### src/rtl/text_lcd_buf_ctrl_pkg.sv
// Shared types and constants for the character LCD controller:
// FSM state encoding, HD44780 command bytes and the DDRAM line-base helper.
package lcd_pkg;

    typedef enum logic [3:0] {
        S_PWRUP,
        S_FSET,
        S_DISP,
        S_ENTRY,
        S_CLEAR,
        S_IDLE,
        S_ADDR,
        S_CHAR,
        S_WAIT
    } lcd_state_t;

    localparam logic [7:0] CMD_FSET   = 8'h38;  // 8-bit bus, 2 lines, 5x8 font
    localparam logic [7:0] CMD_DISP   = 8'h0C;  // display on, cursor off
    localparam logic [7:0] CMD_ENTRY  = 8'h06;  // increment address, no shift
    localparam logic [7:0] CMD_CLEAR  = 8'h01;
    localparam logic [7:0] CMD_DDRAM  = 8'h80;
    localparam logic [7:0] CHAR_SPACE = 8'h20;

    // Width of every cycle counter and transaction length field.
    localparam int LEN_W = 16;

    // DDRAM start address of a display line. Lines 2 and 3 continue lines
    // 0 and 1 on 4-line panels, so their base depends on the line width.
    function automatic logic [6:0] line_base(input logic [1:0] row, input int cols);
        logic [6:0] c;
        c = 7'(cols);
        case (row)
            2'd0:    return 7'h00;
            2'd1:    return 7'h40;
            2'd2:    return c;
            default: return 7'h40 + c;
        endcase
    endfunction

endpackage

### src/rtl/text_lcd_buf_ctrl_byte_writer.sv
// One LCD bus transaction: RS/DATA are presented in cycle 0 with E low,
// E is high for E_HIGH cycles, then RS/DATA are held with E low until the
// transaction length has elapsed. done marks the last cycle so a new
// transaction can start back-to-back on the following edge.
module lcd_byte_writer
    import lcd_pkg::*;
#(
    parameter int E_HIGH = 3
)(
    input  logic             clk,
    input  logic             resetn,
    input  logic             start,
    input  logic             rs,
    input  logic [7:0]       data,
    input  logic [LEN_W-1:0] len,
    output logic             lcd_e,
    output logic             lcd_rs,
    output logic [7:0]       lcd_data,
    output logic             done
);

    logic             active_q, active_d;
    logic [LEN_W-1:0] cnt_q, cnt_d;
    logic [LEN_W-1:0] len_q, len_d;
    logic [LEN_W-1:0] cnt_inc;
    logic             e_q, e_d;
    logic             rs_q, rs_d;
    logic [7:0]       data_q, data_d;

    assign done     = active_q && (cnt_q == len_q - LEN_W'(1));
    assign lcd_e    = e_q;
    assign lcd_rs   = rs_q;
    assign lcd_data = data_q;

    // Transaction sequencing: latch the byte on start, then walk the cycle count.
    always_comb begin
        active_d = active_q;
        cnt_d    = cnt_q;
        len_d    = len_q;
        e_d      = e_q;
        rs_d     = rs_q;
        data_d   = data_q;
        cnt_inc  = cnt_q + LEN_W'(1);
        if (start) begin
            active_d = 1'b1;
            cnt_d    = '0;
            len_d    = len;
            e_d      = 1'b0;
            rs_d     = rs;
            data_d   = data;
        end else if (active_q) begin
            if (done) begin
                active_d = 1'b0;
                cnt_d    = '0;
                e_d      = 1'b0;
            end else begin
                cnt_d = cnt_inc;
                e_d   = (cnt_inc <= LEN_W'(E_HIGH));
            end
        end
    end

    // Bus registers; resetn is active-high and clears the pins immediately.
    always_ff @(posedge clk or posedge resetn) begin
        if (resetn) begin
            active_q <= 1'b0;
            cnt_q    <= '0;
            len_q    <= '0;
            e_q      <= 1'b0;
            rs_q     <= 1'b0;
            data_q   <= 8'h00;
        end else begin
            active_q <= active_d;
            cnt_q    <= cnt_d;
            len_q    <= len_d;
            e_q      <= e_d;
            rs_q     <= rs_d;
            data_q   <= data_d;
        end
    end

endmodule

### src/rtl/text_lcd_buf_ctrl.sv
// Character LCD controller: frame buffer written by the host at any time,
// an FSM that initialises the panel and then streams the buffer line by
// line, and the dirty tracking used when continuous refresh is disabled.
module text_lcd_buf_ctrl
    import lcd_pkg::*;
#(
    parameter int COLS         = 16,
    parameter int ROWS         = 2,
    parameter int WR_CYC       = 8,
    parameter int E_HIGH       = 3,
    parameter int PWRUP_CYC    = 70,
    parameter int CLEAR_CYC    = 200,
    parameter int REFRESH_CYC  = 400,
    parameter int AUTO_REFRESH = 1
)(
    input  logic       clk,
    input  logic       resetn,
    input  logic       wr_en,
    input  logic [1:0] wr_row,
    input  logic [4:0] wr_col,
    input  logic [7:0] wr_char,
    input  logic       clear_req,
    output logic       LCD_E,
    output logic       LCD_RS,
    output logic       LCD_RW,
    output logic [7:0] LCD_DATA,
    output logic       init_done,
    output logic       busy
);

    localparam int         CELLS  = ROWS * COLS;
    localparam logic [2:0] ROWS_L = 3'(ROWS);
    localparam logic [4:0] COLS_L = 5'(COLS);

    lcd_state_t       state_q, state_d;
    logic [LEN_W-1:0] cnt_q, cnt_d;
    logic [1:0]       row_q, row_d;
    logic [4:0]       col_q, col_d;
    logic             init_done_q, init_done_d;
    logic             busy_q, busy_d;
    logic             dirty_q, dirty_d;
    logic             dirty_clr;
    logic [7:0]       cell_q [CELLS];
    logic [7:0]       cell_d [CELLS];

    logic             wr_hit;
    logic [6:0]       wr_idx;
    logic [6:0]       rd_idx;
    logic [7:0]       rd_char;
    logic             wr_start;
    logic             wr_rs;
    logic [7:0]       wr_data;
    logic [LEN_W-1:0] wr_len;
    logic             wr_done;

    // The panel is never read back.
    assign LCD_RW    = 1'b0;
    assign init_done = init_done_q;
    assign busy      = busy_q;

    assign wr_hit = wr_en && ({1'b0, wr_row} < ROWS_L) && (wr_col < COLS_L);
    assign wr_idx = 7'(wr_row) * 7'(COLS) + 7'(wr_col);
    assign rd_idx = 7'(row_d) * 7'(COLS) + 7'(col_d);

    // Next buffer contents: clear beats a simultaneous write.
    always_comb begin
        cell_d = cell_q;
        if (clear_req) begin
            for (int i = 0; i < CELLS; i++) cell_d[i] = CHAR_SPACE;
        end else if (wr_hit) begin
            for (int i = 0; i < CELLS; i++) begin
                if (wr_idx == 7'(i)) cell_d[i] = wr_char;
            end
        end
    end

    // Dirty flag: a set in the same cycle as the IDLE-exit clear wins.
    always_comb begin
        dirty_d = dirty_q;
        if (dirty_clr)            dirty_d = 1'b0;
        if (clear_req || wr_hit)  dirty_d = 1'b1;
    end

    // Character for the cell about to be sent, read at transaction start.
    always_comb begin
        rd_char = CHAR_SPACE;
        for (int i = 0; i < CELLS; i++) begin
            if (rd_idx == 7'(i)) rd_char = cell_q[i];
        end
    end

    // Frame buffer and dirty flag storage.
    always_ff @(posedge clk or posedge resetn) begin
        if (resetn) begin
            for (int i = 0; i < CELLS; i++) cell_q[i] <= CHAR_SPACE;
            dirty_q <= 1'b1;
        end else begin
            cell_q  <= cell_d;
            dirty_q <= dirty_d;
        end
    end

    // FSM state register, position counters and registered status outputs.
    always_ff @(posedge clk or posedge resetn) begin
        if (resetn) begin
            state_q     <= S_PWRUP;
            cnt_q       <= '0;
            row_q       <= '0;
            col_q       <= '0;
            init_done_q <= 1'b0;
            busy_q      <= 1'b1;
        end else begin
            state_q     <= state_d;
            cnt_q       <= cnt_d;
            row_q       <= row_d;
            col_q       <= col_d;
            init_done_q <= init_done_d;
            busy_q      <= busy_d;
        end
    end

    // Next-state logic: init sequence, then ADDR/CHAR per line, WAIT, IDLE.
    always_comb begin
        state_d   = state_q;
        cnt_d     = cnt_q;
        row_d     = row_q;
        col_d     = col_q;
        dirty_clr = 1'b0;
        case (state_q)
            S_PWRUP: begin
                if (cnt_q == LEN_W'(PWRUP_CYC - 1)) state_d = S_FSET;
                else                                cnt_d   = cnt_q + LEN_W'(1);
            end
            S_FSET:  if (wr_done) state_d = S_DISP;
            S_DISP:  if (wr_done) state_d = S_ENTRY;
            S_ENTRY: if (wr_done) state_d = S_CLEAR;
            S_CLEAR: begin
                if (wr_done) begin
                    state_d = S_ADDR;
                    row_d   = 2'd0;
                end
            end
            S_ADDR:  if (wr_done) state_d = S_CHAR;
            S_CHAR: begin
                if (wr_done) begin
                    if (col_q == 5'(COLS - 1)) begin
                        if (row_q == 2'(ROWS - 1)) begin
                            state_d = S_WAIT;
                        end else begin
                            state_d = S_ADDR;
                            row_d   = row_q + 2'd1;
                        end
                    end else begin
                        col_d = col_q + 5'd1;
                    end
                end
            end
            S_WAIT: begin
                if (cnt_q == LEN_W'(REFRESH_CYC - 1)) state_d = S_IDLE;
                else                                  cnt_d   = cnt_q + LEN_W'(1);
            end
            S_IDLE: begin
                if ((AUTO_REFRESH != 0) || dirty_q) begin
                    state_d   = S_ADDR;
                    row_d     = 2'd0;
                    dirty_clr = 1'b1;
                end
            end
            default: state_d = S_PWRUP;
        endcase
        // Every state change restarts the cycle and column counters.
        if (state_d != state_q) begin
            cnt_d = '0;
            col_d = '0;
        end
    end

    // Output logic: launch the byte for the state being entered, or the next
    // character while staying in CHAR; compute registered status outputs.
    always_comb begin
        wr_start    = (state_d != state_q) || ((state_q == S_CHAR) && wr_done);
        wr_rs       = 1'b0;
        wr_data     = 8'h00;
        wr_len      = LEN_W'(WR_CYC);
        case (state_d)
            S_FSET:  wr_data = CMD_FSET;
            S_DISP:  wr_data = CMD_DISP;
            S_ENTRY: wr_data = CMD_ENTRY;
            S_CLEAR: begin
                wr_data = CMD_CLEAR;
                wr_len  = LEN_W'(CLEAR_CYC);
            end
            S_ADDR:  wr_data = CMD_DDRAM | {1'b0, line_base(row_d, COLS)};
            S_CHAR: begin
                wr_rs   = 1'b1;
                wr_data = rd_char;
            end
            default: wr_start = 1'b0;
        endcase
        init_done_d = init_done_q || ((state_q == S_CLEAR) && wr_done);
        busy_d      = (state_d != S_IDLE);
    end

    lcd_byte_writer #(
        .E_HIGH (E_HIGH)
    ) u_writer (
        .clk      (clk),
        .resetn   (resetn),
        .start    (wr_start),
        .rs       (wr_rs),
        .data     (wr_data),
        .len      (wr_len),
        .lcd_e    (LCD_E),
        .lcd_rs   (LCD_RS),
        .lcd_data (LCD_DATA),
        .done     (wr_done)
    );

endmodule

### config.mk
export PLATFORM = sky130hd
export DESIGN_NAME = text_lcd_buf_ctrl
export DESIGN_NICKNAME = d
export VERILOG_FILES = /design/src/rtl/text_lcd_buf_ctrl_pkg.sv /design/src/rtl/text_lcd_buf_ctrl_byte_writer.sv /design/src/rtl/text_lcd_buf_ctrl.sv
export SDC_FILE = /design/constraint.sdc
export NUM_CORES = 1
export LEC_CHECK = 0
export CAP_MARGIN = 15
export CORE_MARGIN = 2
export CORE_UTILIZATION = 47
export CTS_CLUSTER_DIAMETER = 30
export DETAILED_ROUTE_END_ITERATION = 10
export GPL_TIMING_DRIVEN = 0
export MAX_ROUTING_LAYER = met4
export RECOVER_POWER = 25
export SYNTH_ARGS = -nofsm -noshare
export SYNTH_HDL_FRONTEND = slang
export SYNTH_SLANG_ARGS = --single-unit
### constraint.sdc
create_clock -name clk -period 10.95 [get_ports clk]
set_input_delay 1.095 -clock clk [delete_from_list [all_inputs] [get_ports clk]]
set_output_delay 1.095 -clock clk [all_outputs]
set_load 0.03 [all_outputs]
* After elaboration in Yosys (flattened, before gate mapping)
Index checks and enable logic that the tools add are counted.
** Operators by class
- $mul :: 0
- Reductions and logical operators :: 80
- Muxes and demuxes :: 104
- Add/subtract/negate cells :: 7
- Bitwise gates (word level) :: 0
- Divide/modulo/power cells :: 0
- $lt $le $gt $ge :: 3
- Shift operators :: 0
- Equality and inequality tests :: 87
** Operator list (count)
- 8-bit 2-to-1 mux :: 65
- 256-bit 2-to-1 mux :: 2
- 7-bit by 5-bit == test with 1-bit output (second input constant) :: 32
- 7-bit by 4-bit == test with 1-bit output (second input constant) :: 16
- 16-bit 2-to-1 mux :: 6
- 2-bit nonzero test :: 34
- 2-bit AND reduction :: 32
- 7-bit by 3-bit == test with 1-bit output (second input constant) :: 8
- 8-bit case mux with 6 select lines :: 1
- 4-bit 2-to-1 mux :: 10
- 4-bit case mux with 9 select lines :: 1
- 16-bit by 1-bit adder with 16-bit output (second input constant) :: 2
- 16-bit case mux with 2 select lines :: 1
- 4-bit by 3-bit == test with 1-bit output (second input constant) :: 7
- 7-bit by 2-bit == test with 1-bit output (second input constant) :: 4
- 7-bit case mux with 3 select lines :: 1
- 5-bit 2-to-1 mux :: 4
- 16-bit == test :: 1
- 16-bit by 7-bit == test with 1-bit output (second input constant) :: 1
- 16-bit by 9-bit == test with 1-bit output (second input constant) :: 1
- 4-bit by 2-bit == test with 1-bit output (second input constant) :: 4
- 16-bit by 2-bit less-or-equal comparator with 1-bit output (second input constant) :: 1
- 16-bit by 1-bit subtractor with 16-bit output (second input constant) :: 1
- 6-bit by 5-bit adder with 7-bit output :: 2
- other kinds (24) :: 44
** Word-level totals
- Bits in registers :: 328
- Latch bits :: 0
- Logic and storage cells :: 325
- Memory bits (read-only) :: 0
- Memories kept :: 0
- Output and inout port bits :: 13
- Memory bits (writable) :: 0

* Depth between registers and ports, before layout
- Depth in word-level cells :: 42
- Depth in mapped cells :: 25

* Cells and area by module
From an unflattened synthesis, not the netlist that was laid out.
** Unflattened totals
- Cells, all modules :: 1894
- Area total of the unflattened synthesis :: 18298.8 um^2
** Modules (own cells, without submodules)
- text_lcd_buf_ctrl :: area each 15509.9 um^2, times used 1, cells an instance 1608
- lcd_byte_writer :: area each 2788.9 um^2, times used 1, cells an instance 286

* Worst setup path after synthesis
Ideal clock, no wire load.
- Path type :: register to register
- Start point :: reg u_writer.len_q[3]
- End point :: reg u_writer.data_q[1], in the netlist u_writer.lcd_data[1]
- Path slack :: 5316 ps
- Period minus slack after synthesis :: 5634 ps
- Arrival :: 5557 ps
- Stages on the path, launching flop included :: 24
- Required time :: 10873 ps
- Setup time :: 77 ps
- Cell sequence :: dfrtp_1 -> inv_1 -> ha_1 -> nor4_1 -> nand3_1 -> a211oi_4 -> nand3_2 -> a21oi_4 -> nor2_1 -> buf_2 -> buf_2 -> o211a_1 -> ha_1 -> ha_1 -> or3_1 -> a211oi_1 -> nand4_1 -> nor3_1 -> nand3_1 -> and4_1 -> o211a_1 -> a21oi_1 -> o221ai_1 -> a21oi_1
** Between the ends
- Cells in the longest elaborated chain, start to end :: 42
- Elaborated cells on any way between the ends :: 93
- Those cells by class :: add/sub: 2; eq/ne: 39; mux: 47; reduce/logical: 5
** Ends and longest elaborated chain
- start: declaration :: RTL line text_lcd_buf_ctrl_byte_writer.sv:24 : logic [LEN_W-1:0] len_q, len_d;
- start signal: assignment :: RTL line text_lcd_buf_ctrl_byte_writer.sv:75 : len_q <= len_d;
- 16-bit by 1-bit subtractor with 16-bit output (*) :: RTL line text_lcd_buf_ctrl_byte_writer.sv:30 : assign done = active_q && (cnt_q == len_q - LEN_W'(1));
- 16-bit == test (*) :: RTL line text_lcd_buf_ctrl_byte_writer.sv:30
- 1-bit logical AND (*) :: RTL line text_lcd_buf_ctrl_byte_writer.sv:30
- 4-bit 2-to-1 mux (tied with other cells) :: RTL line text_lcd_buf_ctrl.sv:145 : if (wr_done) begin
- 4-bit case mux with 9 select lines :: RTL line text_lcd_buf_ctrl.sv:129 : case (state_q)
- 4-bit inequality test :: RTL line text_lcd_buf_ctrl.sv:172 : if (state_d != state_q) begin
- 5-bit 2-to-1 mux (*) :: RTL line text_lcd_buf_ctrl.sv:172
- net col_d[4] :: RTL line text_lcd_buf_ctrl.sv:38 : logic [4:0] col_q, col_d;
- 6-bit by 5-bit adder with 7-bit output (*) :: RTL line text_lcd_buf_ctrl.sv:63 : assign rd_idx = 7'(row_d) * 7'(COLS) + 7'(col_d);
- 7-bit logical NOT :: RTL line text_lcd_buf_ctrl.sv:88 : if (rd_idx == 7'(i)) rd_char = cell_q[i];
- 8-bit 2-to-1 mux (31 in series) :: RTL line text_lcd_buf_ctrl.sv:88
- 8-bit 2-to-1 mux (*) :: RTL line text_lcd_buf_ctrl.sv:88
- 8-bit case mux with 6 select lines (*) :: RTL line text_lcd_buf_ctrl.sv:185 : case (state_d)
- end signal: assignment :: RTL line text_lcd_buf_ctrl_byte_writer.sv:78 : data_q <= data_d;
- end: declaration :: RTL line text_lcd_buf_ctrl_byte_writer.sv:28 : logic [7:0] data_q, data_d;
Mark *: on every way through the listed nets, which the timed path passes. The rest lies on a longest branch.
A chain may end at the register's enable or synchronous reset.

* Final worst setup path
- Start point :: reg col_q[1]
- End point :: reg u_writer.data_q[1], in the netlist u_writer.lcd_data[1]
** Between the ends
- Cells in the longest elaborated chain, start to end :: 41
- Elaborated cells on any way between the ends :: 88
- Those cells by class :: add/sub: 2; eq/ne: 39; mux: 44; reduce/logical: 3
** Ends and longest elaborated chain
- start: declaration :: RTL line text_lcd_buf_ctrl.sv:38
- start signal: assignment :: RTL line text_lcd_buf_ctrl.sv:116 : col_q <= col_d;
- 5-bit by 4-bit == test with 1-bit output :: RTL line text_lcd_buf_ctrl.sv:146 : if (col_q == 5'(COLS - 1)) begin
- 4-bit 2-to-1 mux :: RTL line text_lcd_buf_ctrl.sv:146
- 4-bit 2-to-1 mux :: RTL line text_lcd_buf_ctrl.sv:145
- 4-bit case mux with 9 select lines :: RTL line text_lcd_buf_ctrl.sv:129
- 4-bit inequality test :: RTL line text_lcd_buf_ctrl.sv:172
- 5-bit 2-to-1 mux (*) :: RTL line text_lcd_buf_ctrl.sv:172
- net col_d[4] :: RTL line text_lcd_buf_ctrl.sv:38
- 6-bit by 5-bit adder with 7-bit output (*) :: RTL line text_lcd_buf_ctrl.sv:63
- 7-bit logical NOT :: RTL line text_lcd_buf_ctrl.sv:88
- 8-bit 2-to-1 mux (31 in series) :: RTL line text_lcd_buf_ctrl.sv:88
- 8-bit 2-to-1 mux (*) :: RTL line text_lcd_buf_ctrl.sv:88
- 8-bit case mux with 6 select lines (*) :: RTL line text_lcd_buf_ctrl.sv:185
Marked as above.

==> impl_results.md <==
- Outcome: complete, but fails checks
- Failing checks: capacitance limit, slew limit
- Reg clk slew, reported paths: 50 ps
- Via/cell ratio: 6.38
- TritonCTS clock tree: yes
- Hold_buf cts: 0
- Synth top area share: 40.9%
- CP Capture Type: flip-flop
- Die height: 195 µm
- Crit path from: col_q[1]$_DFF_PP0_
- Post-CTS setup buffer count: 0
- Synth warnings: 0
- Critical path fanouts, max: 10
- Total gr overflow: 0
- Minimum clock period: 8340 ps
- Syn Area/Cell: 9.58 µm²
- R2r worst-path depth: 21
- Area growth syn-to-layout: 22.9%
- Slowest CP cell: nor3_1
- Most frequent cells in the layout: 354 x nor2_1, 281 x dfrtp_1, 226 x mux2i_1
- PD cells: 184 mW/mm²
- Worst EP arrival: 8840 ps
- Layout Nets: 1937
- Root Driver: clkbuf_16
- Via Count: 15594
- Initial Util: 47.3%
- Antenna violations before repair: 3
- Final Cycle Share: 76.1%
- Worst skew pair latency: 590 ps
- H-Tree Depth: 3
- Clock Sinks: 314
- Flop pwr share: 30.1%
- Fraction of power spent switching nets: 22.1%
- Worst reg2reg setup slack: 2610 ps
- Final worst setup slack: 2610 ps
- Worst slack at placement: 2590 ps
- Core box area: 0.0363 mm²
- DRC viols: 0
- Worst min-delay path category: reg2reg
- Inserted Clock Buffers: 81
- Syn Nets: 1823
- Psw: 855 µW
- Capture instance of the worst register-to-register path: u_writer.lcd_data[1]$_DFFE_PP0P_
- CP startpoint kind: flip-flop
- Global-route wire length before repair: 96000 µm
- Crit path to: u_writer.lcd_data[1]$_DFFE_PP0P_
- Resize count post-CTS: 0
- Tot GR Track Use: 34.7%
- Synth Register Bits: 314
- Register area share after synthesis: 46.0%
- Placer congestion estimate: 0.964
- IO Count: 32
- Routed WL: 63800 µm
- WP data required: 11460 ps
- Port Buf Inserts: 27
- Antenna-violating nets left: 0
- Crit path cell chain: ha_1 > nand4b_1 > nor3b_1 > o21a_1 > a211o_1 > a21o_1 > nor2_1 > buf_2 > buf_2 > o211a_1 > ha_1 > ha_1 > or3_1 > a211oi_1 > nand3_1 > nor3_1 > a22oi_1 > o211a_1 > a21oi_1 > o221ai_1 > a21oi_1
- 1st-iter DRT viols: 1603
- Vias in the first global route: 15100
- Slew Limit Fails: 124
- HPWL Detailed: 44400 µm
- FFs w/ async S/R, synth: 100%
- Int Power: 3020 µW
- RSZ-0062 raised after global routing: no
- Final-report setup violation count: 0
- Drt pass-1 iters: 6
- Post-synth EDFFs: 0
- Gate power share: 2.7%
- Primary FF master, synth: dfrtp_1
- Leak: 0.00963 µW
- Final hold violations: 0
- Commonest non-fill, non-tap cell in the layout: nor2_1
- Slew @ Worst Pin: 7070 ps
- CTS max path bufs: 3
- Max_slew headroom: -371%
- CP peak stage delay: 960 ps
- Avg WL per Cell: 26.1 µm
- Largest net degree at the start of global routing: 124
- RR Startpoint: col_q[1]$_DFF_PP0_
- VDD IR-drop max: 229 µV
- Clk pwr share: 67.2%
- Max-cap violations: 1
- Fraction of layout cells with a size suffix above 1: 12.5%
- Cells after Synth: 1793
- Distinct cells, synth: 101
- Max Freq: 120 MHz
- Site Rows: 70
- Final core utilization: 58.1%
- CP Class: reg2reg
- Clock skew: 14.5 ps
- Die ar.: 0.0381 mm²
- Biggest area consumer among synthesized cells: dfrtp_1
- Die Span X: 195 µm
- Mapped cell area: 0.0172 mm²
- Most used cell, CP: ha_1
- Top cells by area, synth: dfrtp_1 41%, mux2i_1 13%, nor2_1 7.7%, dfstp_2 5.0%, nand2_1 2.5%
==> stage by stage <==
step / instances / power (µW) / instance area, µm² / hold WS, ps / TNS (ps)
2_1_floorplan: 1793 / 1240 / 17200 / 478 / 0
6_report: 2444 / 3880 / 21100 / 487 / 0
3_5_place_dp: 2291 / 1290 / 18100 / 481 / 0
4_1_cts: 2440 / 3900 / 21100 / 492 / 0
5_1_grt: 2443 / 3960 / 21100 / 510 / 0
3_3_place_gp: 2288 / 1290 / 18000 / 464 / -872360
==> routing by layer <==
layer | wire length, µm | GRT usage, %
met5 | 0 | -
met4 | 2990 | 15.8
met3 | 6010 | 7.48
met2 | 28200 | 50.8
met1 | 26600 | 46.2
==> power by group through the flow <==
| stage | logic, µW | clock network, µW | registers, µW |
|---|---|---|---|
| detailed placement | 105 | 0 | 1180 |
| global route | 113 | 2680 | 1170 |
| CTS | 105 | 2630 | 1170 |
| global placement | 101 | 0 | 1180 |
| floorplan | 52.7 | 0 | 1180 |
| finish | 106 | 2610 | 1170 |
==> cells in the mapped netlist, drive strengths merged (20+ instances only) <==
master  count
o21ai      70
dfrtp     281
mux2i     227
nor3       38
a22oi      23
a21oi      59
nor2      355
nand2     115
dfstp      33
buf        27
nor2b      23
and3       35
nand3      67
a221oi     20
clkbuf     84
o22ai      30
a211o      36
==> flip-flops by register name (all words and copies together) (netlist names) <==
signal and cells:
cnt_q 16, u_writer.cnt_q 16, col_q 5, u_writer.lcd_e 1, init_done 1, u_writer.lcd_data 8, cell_q 256, busy 1
u_writer.lcd_rs 1, u_writer.len_q 2, row_q 2, state_q 4, u_writer.active_q 1
==> cells by family after synthesis <==
kind of cell / share of synthesized area, %
AOI/OAI and AO/OA: 16.4
xor gates and xnor gates: 1.12
adders and majority gates: 0.859
buffers and inverters: 3.09
DFF: 46.0
muxes: 13.3
other: 0.0218
and+or+nand+nor: 19.2
==> worst max-delay path, delay by kind of cell, from the launching register on <==
family,cells,cell delay (ps)
fa+ha+maj,3,820
compound gates,10,3210
simple gates,6,3190
flops,1,470
buf+inv,2,540
==> worst min path at each step <==
stage | startpoint | end | slack [ps] | cells past startpoint
floorplan | cell_q[254]$_DFFE_PP0P_ | cell_q[254]$_DFFE_PP0P_ | 480 | 2
global placement | init_done$_DFF_PP0_ | init_done$_DFF_PP0_ | 460 | 1
detailed placement | u_writer.lcd_rs$_DFFE_PP0P_ | u_writer.lcd_rs$_DFFE_PP0P_ | 480 | 1
CTS | u_writer.lcd_rs$_DFFE_PP0P_ | u_writer.lcd_rs$_DFFE_PP0P_ | 490 | 1
global route | init_done$_DFF_PP0_ | init_done$_DFF_PP0_ | 510 | 1
finish | init_done$_DFF_PP0_ | init_done$_DFF_PP0_ | 490 | 1
==> layout make-up <==
class	count	area (µm²)
clock buffer	98	2250
inverter	15	63.8
fill	3140	15200
timing repair buffer	31	334
clock inverter	51	747
multi-input combinational	1353	8760
buffer	111	474
tap	468	586
sequential	314	7900
antenna	3	7.51
No activity file was read; power rests on OpenSTA's default activity.
